[src/rtl/rr_bus_arbiter.sv]
// rr_bus_arbiter
// Round-robin owner selection for one shared WIDTH-bit bus. A winner is picked
// in IDLE, granted for one burst (up to MAX_HOLD beats), then released. Every
// release passes through at least one IDLE cycle before the next grant.
//
// Ports:
//   clk        rising-edge clock
//   rst_n      synchronous active-low reset
//   req        per-requester request, held while beats remain
//   req_last   per-requester final-beat marker
//   req_data   packed requester data, requester i at [i*WIDTH +: WIDTH]
//   grant      registered one-hot grant (all zero in IDLE)
//   bus_valid  owner's live request while granted
//   bus_data   owner's live data while granted, zero in IDLE
//   bus_sel    registered owner index, holds its value through IDLE
//   bus_ready  shared resource accepts the current beat
//   busy       registered, high while a grant is held
module rr_bus_arbiter #(
  parameter int N        = 4,
  parameter int WIDTH    = 16,
  parameter int MAX_HOLD = 8,
  localparam int SEL_W   = (N < 2) ? 1 : $clog2(N)
) (
  input  logic                 clk,
  input  logic                 rst_n,
  input  logic [N-1:0]         req,
  input  logic [N-1:0]         req_last,
  input  logic [N*WIDTH-1:0]   req_data,
  output logic [N-1:0]         grant,
  output logic                 bus_valid,
  output logic [WIDTH-1:0]     bus_data,
  output logic [SEL_W-1:0]     bus_sel,
  input  logic                 bus_ready,
  output logic                 busy
);

  typedef enum logic {
    ST_IDLE  = 1'b0,
    ST_GRANT = 1'b1
  } state_t;

  state_t             r_state, w_state_next;
  logic [SEL_W-1:0]   r_owner, w_owner_next;
  logic [SEL_W-1:0]   r_last, w_last_next;
  logic [7:0]         r_beat_cnt, w_beat_cnt_next;
  logic [N-1:0]       r_grant, w_grant_next;
  logic               r_busy, w_busy_next;

  logic [WIDTH-1:0]   w_data_arr [N];
  logic [SEL_W-1:0]   w_winner;
  logic               w_found;
  logic               w_xfer;
  logic               w_hit_max;
  logic               w_release;

  // Unpack the flat data vector so the bus mux is a plain array select.
  genvar gi;
  generate
    for (gi = 0; gi < N; gi++) begin : g_unpack
      assign w_data_arr[gi] = req_data[gi*WIDTH +: WIDTH];
    end
  endgenerate

  // Search starts one past the previous owner and wraps, so the requester
  // served last has the lowest priority on the next arbitration.
  always_comb begin
    w_winner = r_last;
    w_found  = 1'b0;
    for (int k = 1; k <= N; k++) begin
      if (!w_found && req[(int'(r_last) + k) % N]) begin
        w_winner = SEL_W'((int'(r_last) + k) % N);
        w_found  = 1'b1;
      end
    end
  end

  assign w_xfer    = (r_state == ST_GRANT) && req[r_owner] && bus_ready;
  assign w_hit_max = ({1'b0, r_beat_cnt} + 9'd1) == 9'(MAX_HOLD);
  // A withdrawn request ends the grant without a transfer; otherwise the
  // grant ends only on a beat that actually transfers.
  assign w_release = (r_state == ST_GRANT) &&
                     (!req[r_owner] || (w_xfer && (req_last[r_owner] || w_hit_max)));

  always_comb begin
    w_state_next    = r_state;
    w_owner_next    = r_owner;
    w_last_next     = r_last;
    w_beat_cnt_next = r_beat_cnt;
    w_grant_next    = r_grant;
    case (r_state)
      ST_IDLE: begin
        if (|req) begin
          w_state_next            = ST_GRANT;
          w_owner_next            = w_winner;
          w_beat_cnt_next         = 8'd0;
          w_grant_next            = '0;
          w_grant_next[w_winner]  = 1'b1;
        end
      end
      ST_GRANT: begin
        if (w_release) begin
          w_state_next    = ST_IDLE;
          w_last_next     = r_owner;
          w_beat_cnt_next = 8'd0;
          w_grant_next    = '0;
        end else if (w_xfer) begin
          w_beat_cnt_next = r_beat_cnt + 8'd1;
        end
      end
      default: begin
        w_state_next = ST_IDLE;
        w_grant_next = '0;
      end
    endcase
    w_busy_next = (w_state_next == ST_GRANT);
  end

  always_ff @(posedge clk) begin
    if (!rst_n) begin
      r_state    <= ST_IDLE;
      r_owner    <= '0;
      r_last     <= SEL_W'(N - 1);
      r_beat_cnt <= 8'd0;
      r_grant    <= '0;
      r_busy     <= 1'b0;
    end else begin
      r_state    <= w_state_next;
      r_owner    <= w_owner_next;
      r_last     <= w_last_next;
      r_beat_cnt <= w_beat_cnt_next;
      r_grant    <= w_grant_next;
      r_busy     <= w_busy_next;
    end
  end

  assign grant     = r_grant;
  assign busy      = r_busy;
  assign bus_sel   = r_owner;
  assign bus_valid = (r_state == ST_GRANT) && req[r_owner];
  assign bus_data  = (r_state == ST_GRANT) ? w_data_arr[r_owner] : '0;

endmodule

[config.mk]
export PLATFORM = sky130hd
export DESIGN_NAME = rr_bus_arbiter
export DESIGN_NICKNAME = d
export VERILOG_FILES = /design/src/rtl/rr_bus_arbiter.sv
export SDC_FILE = /design/constraint.sdc
export NUM_CORES = 1
export LEC_CHECK = 0
export ABC_CLOCK_PERIOD_IN_PS = 2600
export CORE_ASPECT_RATIO = 1.25
export CORE_MARGIN = 3
export CORE_UTILIZATION = 30
export CTS_CLUSTER_DIAMETER = 60
export CTS_CLUSTER_SIZE = 14
export DETAILED_ROUTE_END_ITERATION = 10
export PLACE_DENSITY = 0.74
export SYNTH_ARGS = -nofsm -noshare
export SYNTH_HDL_FRONTEND = slang
export SYNTH_SLANG_ARGS = --single-unit
[constraint.sdc]
create_clock -name clk -period 2.6 [get_ports clk]
set_clock_uncertainty 0.1 [all_clocks]
set_input_delay 0.52 -clock clk [delete_from_list [all_inputs] [get_ports clk]]
set_output_delay 0.52 -clock clk [all_outputs]
set_load 0.01 [all_outputs]
Word level (Yosys, flattened, before mapping)
Index checks and enable logic that the tools add are counted.
Word-level totals
  input bits: 75
  register bits after elaboration: 17
  output and inout port bits: 24
Operators by class
  magnitude comparators: 8
  equal/unequal tests: 4
  bitwise operators: 6
  muxes and demuxes: 39
  reduce and logical (&&, ||, !) cells: 23
  add/sub/neg operators: 6
Operators by type and width (count)
  $mux W16: 3
  $bmux W16 S2: 1
  $mux W8: 3
  $lt A3 B4 Y1 const B: 4
  $mux W1: 16
  $pmux W8 S2: 1
  $bmux W1 S2: 6
  $add A8 B1 Y9 const B: 1
  $eq A9 B4 Y1 const B: 1
  $add A8 B1 Y8 const B: 1
  $logic_and A1 B1 Y1: 8
  $mux W2: 4
  $mux W4: 2
  $pmux W4 S2: 1
  $reduce_and A2 Y1: 4
  $reduce_or A2 Y1: 4
  $lt A2 B3 Y1 const B: 2
  $add A2 B1 Y2 const B: 2
  $add A2 B2 Y2 const B: 2
  $and A1 B1 Y1 const A: 4
  $logic_not A1 Y1: 4
  $reduce_or A4 Y1: 1
  $ge A3 B3 Y1 const B: 1
  $ne A3 B1 Y1 const B: 1
  8 further kinds: 9

Longest topological paths before layout
  depth after elaboration: 22
  gate-level depth with buffers: 7
  gate-level depth less buffers: 7

Worst setup path before layout
No wires, ideal clock.
  kind: register to output
  start point: register r_owner[1], in the netlist bus_sel[1]
  end point: output bus_data[0]
  path slack: 0.407 ns
  arrival: 1.573 ns
  stages on the path, launching flop included: 5
  buffers on the path: 2
  cell sequence: dfxtp_1 > clkbuf_1 > clkbuf_1 > mux4_2 > and2_1
On the way
  word-level cells in the longest chain between the ends: 5
RTL lines
  start: declaration: line 43  | logic [SEL_W-1:0] r_owner, w_owner_next;
  start signal: assignment: line 128  | r_owner <= w_owner_next;
  $not A2 Y3 (implied by the code): line 140  | assign bus_data = (r_state == ST_GRANT) ? w_data_arr[r_owner] : '0;
  $bmux W16 S2: line 140
  $mux W16 (implied by the code) (2 in a row): line 140
  $mux W16: line 140
  end: declaration: line 31  | output logic [WIDTH-1:0] bus_data,
No other way between the ends. The select of a mux whose other input is x is not followed.

Worst setup path in the final report
  start point: input req[3]
  end point: output bus_valid
On the way
  word-level cells in the longest chain between the ends: 3
RTL lines
  start: declaration: line 26  | input logic [N-1:0] req,
  $bmux W1 S2: line 139  | assign bus_valid = (r_state == ST_GRANT) && req[r_owner];
  $mux W1 (implied by the code): line 139
  $logic_and A1 B1 Y1: line 139
  end: declaration: line 30  | output logic bus_valid,
No other way between the ends. The select of a mux whose other input is x is not followed.

==> impl_metrics.py <==
metrics = {
    "clocking": {
        "htreeDepth": 1,
        "cts_made_buffers": 3,
        "clk_path_buf_depth": 2,
        "cts_root_buf": "clkbuf_8",
        "cts_tree": "built",
        "clkLatencyLatePin_ns": 0.25,
        "clock_sinks": 17,
        "clk_pin_slew_ns": 0.07,
    },
    "placed_design": {
        "dp.cells": 319,
        "place.gp.congestion": 0.867,
        "port_buffers": 98,
        "hpwlAfterDp_um": 4110,
    },
    "routing": {
        "wl_per_cell_um": 15.2,
        "ant_nets": 0,
        "via_per_inst": 5.13,
        "drtPass1Iterations": 4,
        "vias": 1662,
        "drc": 0,
        "routed_wl_um": 4930,
        "first_iter_violations": 59,
    },
    "layout": {
        "antennaDiodeCount": 0,
        "fin_nets": 342,
        "fillers": 458,
        "layout-drive-gt1-share_pct": 15.5,
        "most-common-layout-cells": "81 x clkdlybuf4s50_1, 17 x dfxtp_1, 17 x dlygate4sd2_1",
        "areaGrowthSynthToFinish_pct": 75.6,
        "final_core_util_pct": 55.7,
        "final_common_cell": "clkdlybuf4s50_1",
        "final_cells": 324,
    },
    "timing": {
        "fin_crit_ns": 2.53,
        "setup_viol": 0,
        "timing.fmax_ghz": 0.396,
        "hold_viol_final": 0,
        "finalMaxSlewViolations": 0,
        "slew_headroom_pct": 58.0,
        "fin_tns_setup_ns": 0,
        "tightest_slew_ns": 0.629,
        "fin_crit_sh_pct": 97.2,
        "rsz0062_at_grt": "no",
    },
    "floorplanning": {
        "start_util_pct": 31.7,
        "die_y_um": 85.9,
        "rows": 28,
        "io_pins": 99,
        "die_w_um": 69.9,
        "coreArea_um2": 4830,
        "die_area_um2": 6010,
    },
    "run": {
        "max-cap-violations": 0,
    },
    "critical_path": {
        "arrival_ns": 1.91,
        "critPathBufInv": 2,
        "path_class": "in -> out",
        "crit_chain": "clkdlybuf4s50_1 > mux4_2 > and2_4 > dlygate4sd2_1",
        "critPathMaxFanout": 2,
        "path_delay_family": "buffers and inverters",
        "rr_endpoint": "r_last[0]",
        "crit_end": "bus_valid",
        "cp_num_cells": 4,
        "startpoint_type": "primary input",
        "max_stage_delay_ns": 0.51,
        "r2r-start": "r_beat_cnt[0]",
        "slowest_stage": "mux4_2",
        "critPathLaunch": "req[3]",
        "crit_path_end_kind": "output pin",
        "rrSetupSlack_ns": 0.34,
        "worstRegToRegCells": 7,
        "required_ns": 1.98,
    },
    "synthesis": {
        "synth_nets": 233,
        "yosysWarnings": 0,
        "postSynthAreaPerCell_um2": 9.83,
        "ys_seq_area_share_pct": 22.2,
        "synth_area_um2": 1530,
        "synth-seq-cells": 17,
        "synthFlopType": "dfxtp_1",
        "synthDistinctLibCells": 43,
        "synth_cells": 156,
        "synth_edf_count": 0,
        "async_reset_ff_share_pct": 0,
    },
    "grt": {
        "grt_usage_pct": 16.8,
        "antenna_found_initial": 0,
        "grt_first_pass_wirelength_um": 8180,
        "overflow": 0,
        "grt_pass1_vias": 1676,
        "grt_max_degree": 21,
    },
    "power_and_ir_drop": {
        "vdd_drop_max_v": 0.000337,
        "p_per_area_nw_per_um2": 365,
        "power_leakage_nw": 1.05,
        "swShare_pct": 29.5,
        "p_clk_share_pct": 20.4,
        "seq_power_share_pct": 30.4,
        "p_comb_share_pct": 49.2,
        "p_int_w": 0.000693,
        "switchingPower_w": 0.000290,
    },
    "outcome": {
        "outcome": "completed",
    },
    "min_path": {
        "min_path_type": "reg -> reg",
    },
}
## synthesized netlist by cell type (all sizes together) (2+ instances only)
master,n,area (um2)
inv,2,7.51
a21oi,3,15.0
nand3b,3,22.5
nor3,3,15.0
or2,2,15.0
clkbuf,7,26.3
mux4,18,424
a31oi,2,18.8
and2,17,106
dfxtp,17,340
mux2i,4,40.0
nand2b,6,37.5
nand2,16,60.1
ha,2,25.0
xnor2,3,26.3
o21a,3,22.5
o21ai,9,60.1
buf,3,21.3
nor2b,2,12.5
nand4,2,12.5
nor2,5,18.8
nor4b,2,17.5
nand3,11,55.1
## state kept, by name (all words and copies together), names as in the netlist
signal / cells
busy: 1
r_beat_cnt: 8
grant: 4
bus_sel: 2
r_last: 2
## kinds of logic (layout without fill, tap and decap cells)
logic type	Yosys count	in the layout	synth area share, %
flip-flops	17	17	22.2
buffers and inverters	12	120	3.59
multiplexers	22	22	30.3
adder cells (fa/ha/maj)	2	2	1.63
AO/OA/AOI/OAI	25	25	13.1
AND/OR/NAND/NOR	74	74	26.9
XOR/XNOR	4	4	2.29
## per-stage QoR
| stage | hold WS, ns | total power, W | cell area [um2] | setup slack [ns] |
|---|---|---|---|---|
| after floorplan | 0.369 | 0.000547 | 1530 | 0.407 |
| after global placement | 0.347 | 0.000801 | 2650 | -0.150 |
| after detailed placement | 0.353 | 0.000806 | 2650 | -0.170 |
| after CTS | 0.364 | 0.000995 | 2690 | 0.0417 |
| after global routing | 0.385 | 0.00105 | 2690 | 0.0130 |
| final | 0.358 | 0.000983 | 2690 | 0.0731 |
## power groups by stage
stage,Clock [W],Combinational (W),Sequential [W]
after floorplan,0,0.000244,0.000303
after global placement,0,0.000495,0.000305
after detailed placement,0,0.000501,0.000305
after CTS,0.000208,0.000487,0.000300
after global routing,0.000217,0.000526,0.000303
final,0.000201,0.000483,0.000299
## worst min-delay path by stage
stage | from | end | slack (ns) | depth (start not counted)
6_report | grant[3] | grant[3] | 0.36 | 2
5_1_grt | grant[0] | grant[0] | 0.39 | 2
4_1_cts | grant[3] | grant[3] | 0.36 | 2
3_5_place_dp | grant[3] | grant[3] | 0.35 | 2
3_3_place_gp | grant[3] | grant[3] | 0.35 | 2
2_1_floorplan | r_last[0] | r_last[0] | 0.37 | 2
## layer usage
| layer | up-vias | part of all wire, % | GRT usage, % |
|---|---|---|---|
| met4 | 0 | 0.41 | 0.523 |
| met1 | 802 | 39 | 19.6 |
| met5 | - | 0 | 0 |
| li1 | 812 | - | - |
| met2 | 46 | 54 | 31.6 |
| met3 | 2 | 6.1 | 5.04 |
## tightest hold or removal path: cells and delay by family, from the launching register on
family	cells	cell delay [ns]
simple gates	1	0.06
compound gates	1	0.05
flops	1	0.31
## timing repair
item,4_1_cts,5_1_grt
endpoints found under the setup margin,17,1
hold buffers,0,0
pin swaps,0,0
setup buffers,1,0
resized for setup,18,1
## final cells by class
type                    instances  area [um2]  share of cell area, %
clock buffers                   4        45.0                   1.67
well taps                      60        75.1                   2.79
repair buffers                114        1080                   40.3
flip-flops and latches         17         340                   12.6
inverters                       2        7.51                  0.279
multi-input cells             127        1140                   42.4
Note: power is estimated with default switching activity, not from simulation.
